<file path="config.mk">
export PLATFORM = sky130hd
export DESIGN_NAME = w_expand
export DESIGN_NICKNAME = d
export VERILOG_FILES = /design/src/rtl/w_expand.sv
export SDC_FILE = /design/constraint.sdc
export NUM_CORES = 1
export LEC_CHECK = 0
export CAP_MARGIN = 30
export CORE_UTILIZATION = 55
export CTS_CLUSTER_DIAMETER = 40
export CTS_CLUSTER_SIZE = 30
export DETAILED_ROUTE_END_ITERATION = 6
export GPL_TIMING_DRIVEN = 0
export PLACE_DENSITY = 0.83
export SETUP_SLACK_MARGIN = 0.4
export SYNTH_ARGS = -nofsm -noshare
export SYNTH_HDL_FRONTEND = slang
export SYNTH_SLANG_ARGS = --single-unit
</file>
<file path="constraint.sdc">
create_clock -name clk -period 10.8 [get_ports clk]
set_input_delay 1.08 -clock clk [delete_from_list [all_inputs] [get_ports clk]]
set_output_delay 1.08 -clock clk [all_outputs]
set_load 0.05 [all_outputs]
</file>
<file path="src/rtl/w_expand.sv">
// SHA-256 message schedule expander: loads one 16-word block and streams
// W_0..W_{ROUNDS-1}, one word per cycle, from a sliding 16-word window.
module w_expand #(
    parameter int unsigned ROUNDS = 64,
    parameter int unsigned WORD_W = 32
) (
    input  logic                  clk,
    input  logic                  reset,
    input  logic                  en,
    input  logic [16*WORD_W-1:0]  W_in,
    input  logic                  hold,
    output logic                  ready,
    output logic                  w_valid,
    output logic [WORD_W-1:0]     w_out,
    output logic [5:0]            t_idx,
    output logic                  w_last
);

    localparam int unsigned WIN_N  = 16;
    localparam logic [5:0]  T_LAST = 6'(ROUNDS - 1);

    typedef enum logic {S_IDLE, S_RUN} state_t;

    state_t              r_state;
    logic                r_ready;
    logic                r_valid;
    logic                r_last;
    logic [WORD_W-1:0]   r_wout;
    logic [5:0]          r_t;
    logic [WORD_W-1:0]   r_win [WIN_N];

    logic [WORD_W-1:0]   w_s0;
    logic [WORD_W-1:0]   w_s1;
    logic [WORD_W-1:0]   w_calc;
    logic [WORD_W-1:0]   w_next;

    function automatic logic [WORD_W-1:0] rotr(input logic [WORD_W-1:0] x,
                                               input int unsigned n);
        return (x >> n) | (x << (WORD_W - n));
    endfunction

    // Window holds W_{t-15}..W_t once t >= 15; before that it is the raw block.
    always_comb begin
        w_s0   = rotr(r_win[1], 7) ^ rotr(r_win[1], 18) ^ (r_win[1] >> 3);
        w_s1   = rotr(r_win[14], 17) ^ rotr(r_win[14], 19) ^ (r_win[14] >> 10);
        w_calc = w_s1 + r_win[9] + w_s0 + r_win[0];
        w_next = (r_t < 6'd15) ? r_win[4'(r_t + 6'd1)] : w_calc;
    end

    always_ff @(posedge clk) begin
        if (reset) begin
            r_state <= S_IDLE;
            r_ready <= 1'b1;
            r_valid <= 1'b0;
            r_last  <= 1'b0;
            r_wout  <= '0;
            r_t     <= '0;
            for (int k = 0; k < WIN_N; k++) begin
                r_win[k] <= '0;
            end
        end else begin
            case (r_state)
                S_IDLE: begin
                    if (en) begin
                        for (int k = 0; k < WIN_N; k++) begin
                            r_win[k] <= W_in[(WIN_N - 1 - k) * WORD_W +: WORD_W];
                        end
                        r_wout  <= W_in[16*WORD_W-1 -: WORD_W];
                        r_t     <= '0;
                        r_valid <= 1'b1;
                        r_last  <= 1'b0;
                        r_ready <= 1'b0;
                        r_state <= S_RUN;
                    end
                end
                S_RUN: begin
                    if (!hold) begin
                        if (r_t == T_LAST) begin
                            r_valid <= 1'b0;
                            r_last  <= 1'b0;
                            r_ready <= 1'b1;
                            r_state <= S_IDLE;
                        end else begin
                            r_t    <= r_t + 6'd1;
                            r_wout <= w_next;
                            r_last <= ((r_t + 6'd1) == T_LAST);
                            if (r_t >= 6'd15) begin
                                for (int k = 0; k < WIN_N - 1; k++) begin
                                    r_win[k] <= r_win[k + 1];
                                end
                                r_win[WIN_N - 1] <= w_calc;
                            end
                        end
                    end
                end
                default: r_state <= S_IDLE;
            endcase
        end
    end

    assign ready   = r_ready;
    assign w_valid = r_valid;
    assign w_out   = r_wout;
    assign t_idx   = r_t;
    assign w_last  = r_last;

endmodule

</file>
==> results.json <==
{
  "root_buffer": "clkbuf_16",
  "crit_type": "flip-flop to flip-flop",
  "place_congestion": 1.11,
  "syn_to_final_growth_pct": 31.0,
  "critPathMaxStageDelay_ns": 0.59,
  "cts_tree": "built",
  "vias": 28262,
  "netlist_area_mm2": 0.0314,
  "grt_max_degree": 71,
  "grt_pass1_vias": 26767,
  "rsz0062_at_grt": "no",
  "status": "finished, violations left",
  "fp.dieH_um": 241,
  "setup-violations-final": 0,
  "irDropWorstVdd_mv": 0.147,
  "drv_cap": 0,
  "synth-seq-cells": 554,
  "h-tree-depth": 3,
  "drc_errors": 24,
  "io_pins": 557,
  "dr.pass1.iters": 7,
  "ctsHoldBuffers": 0,
  "hold_path_class": "flip-flop to flip-flop",
  "core_mm2": 0.0564,
  "num_rows": 87,
  "critPathRequiredTime_ns": 11.38,
  "holdCritStartpoint": "w_out[6]",
  "timing.final.crit_share": 0.536,
  "syn_nets": 2910,
  "worstPathMaxFanout": 10,
  "ant_nets": 0,
  "final_cell_mix": "clkdlybuf4s50_1, edfxtp_1, a22o_1, mux4_2, inv_1",
  "gr-usage-all-layers": 0.523,
  "tightest_slew_ns": 1.00,
  "total_power_mw": 8.34,
  "dieArea_mm2": 0.0580,
  "fin_skew_ns": 0.0377,
  "cts.sinks": 554,
  "ys_warn_count": 0,
  "synth_flop_cell": "edfxtp_1",
  "ys_types": 74,
  "hold_ws_ns": 0.461,
  "start_util": 0.556,
  "die_w_um": 241,
  "clk_pin_slew_worst_paths_ns": 0.06,
  "drt-vias-per-instance": 7.46,
  "mostFrequentLayoutCell": "clkdlybuf4s50_1",
  "syn_avg_cell_area_um2": 13.6,
  "power_leakage_nw": 15.9,
  "path_cells": "buf_2, buf_4, buf_4, buf_2, inv_1, ha_1, buf_2, buf_2, buf_2, buf_2, mux4_2, mux2i_1, a21oi_1, o21ai_0, a21oi_1",
  "cp_common_cell": "buf_2",
  "layout-drive-gt1-share": 0.145,
  "endpoint_kind": "flip-flop",
  "fin_nets": 3572,
  "postCtsSetupRepairBufs": 0,
  "cts-resized-gates": 0,
  "synth_edf_count": 512,
  "cp-start-kind": "flip-flop",
  "synth-async-reset-ratio": 0,
  "io_buffers": 556,
  "grt_pass1_wl_um": 204000,
  "min_period_ns": 5.78,
  "critical-path-slowest-cell": "buf_2",
  "wl_per_cell_um": 40.0,
  "clock_latency_ns": 0.67,
  "slew-limit-headroom": 0.331,
  "drt_wl_total_um": 152000,
  "report.final.slew_viol_count": 0,
  "cts_made_buffers": 87,
  "critPathArrivalTime_ns": 6.36,
  "violations": "DRC",
  "max_freq_mhz": 173,
  "hold_viol": 0,
  "seq_area_frac_synth": 0.517,
  "grt_antenna_before_repair": 6,
  "clock_path_buffers": 3,
  "drtIter0Drc": 5386,
  "cp-startpoint": "t_idx[0]",
  "powerDensity_mw_per_mm2": 203,
  "overflow": 0,
  "synthCells": 2299,
  "hpwl_um": 117000,
  "r2r_start": "t_idx[0]"
}
through the flow:
| step | setup TNS, ns | worst slack (ns) | area (um^2) | util | std cells |
|---|---|---|---|---|---|
| final | 0 | 5.02 | 41100 | 0.729 | 3791 |
| after floorplan | 0 | 3.15 | 31400 | - | 2299 |
| after global placement | -133.54 | -0.623 | 37900 | 0.672 | 3611 |
| after CTS | 0 | 5.47 | 41100 | 0.728 | 3787 |
| after detailed placement | 0 | 5.40 | 38200 | 0.677 | 3625 |
| after global routing | 0 | 5.00 | 41100 | 0.729 | 3790 |
registers in the layout, indices dropped and copies added (netlist names):
register	flops
w_valid	1
r_state	1
ready	1
w_out	32
t_idx	6
w_last	1
r_win	512
final timing paths:
kind                                   to  slack, ns  cells after the start
worst max-delay path            w_out[19]       5.02                     15
worst min-delay path             w_out[6]       0.46                      2
worst max register to register  w_out[19]       5.02                     15
worst min register to register   w_out[6]       0.46                      2
worst max-delay path: cells and delay by family, from the launching register on:
kind / cells / cell delay, ns
compound gates: 3 / 0.86
fa+ha+maj: 1 / 0.52
buf+inv: 9 / 3.47
flops: 1 / 0.38
mux: 2 / 0.42
synthesized netlist by cell type (12+ instances only):
cell	n	area [um^2]
xor2_1	22	193
o21ai_0	39	195
clkbuf_1	84	315
inv_1	151	567
a22o_1	492	4310
nand3_1	18	90.1
xnor2_1	116	1020
a211oi_1	18	135
mux2i_1	12	120
edfxtp_1	512	15400
fa_1	62	1240
a21oi_1	74	370
nor3_1	32	160
buf_2	80	400
mux4_2	154	3470
dfxtp_1	42	841
a21o_1	14	105
nand2_1	82	308
ha_1	33	413
nor2_1	70	263
buf_4	12	90.1
kinds of logic (layout without fill, tap and decap cells):
family,count (synthesis),count (layout),share of synthesized area
muxes,169,169,0.115
and+or+nand+nor,262,262,0.0394
AOI/OAI and AO/OA,745,745,0.190
adders and majority gates,95,95,0.0527
buffers and inverters,335,1070,0.0459
xor gates and xnor gates,139,139,0.0394
DFF,554,554,0.517
other,0,1,0
area by class of cell:
type | count | area (um^2)
diodes | 1 | 2.50
plain buffers | 184 | 875
clock buffers | 94 | 2270
clock inverters | 68 | 607
fillers | 3708 | 15300
inverters | 151 | 567
multi-input cells | 1410 | 13700
flip-flops and latches | 554 | 16200
well taps | 756 | 946
repair buffers | 573 | 5890
routing by layer:
| metal | part of all wire | vias to the layer above | global-route usage |
|---|---|---|---|
| li1 | - | 10520 | - |
| met1 | 0.32 | 13572 | 0.655 |
| met2 | 0.42 | 3417 | 0.748 |
| met3 | 0.19 | 747 | 0.226 |
| met4 | 0.080 | 6 | 0.324 |
| met5 | 0.00027 | - | 0 |
report_power, final:
part | total (mW) | switching, mW | internal [mW]
registers | 2.77 | 0.227 | 2.55
clock network | 2.81 | 1.18 | 1.63
logic | 2.76 | 1.70 | 1.06
total | 8.34 | 3.10 | 5.24
Note: power is estimated with default switching activity, not from simulation.
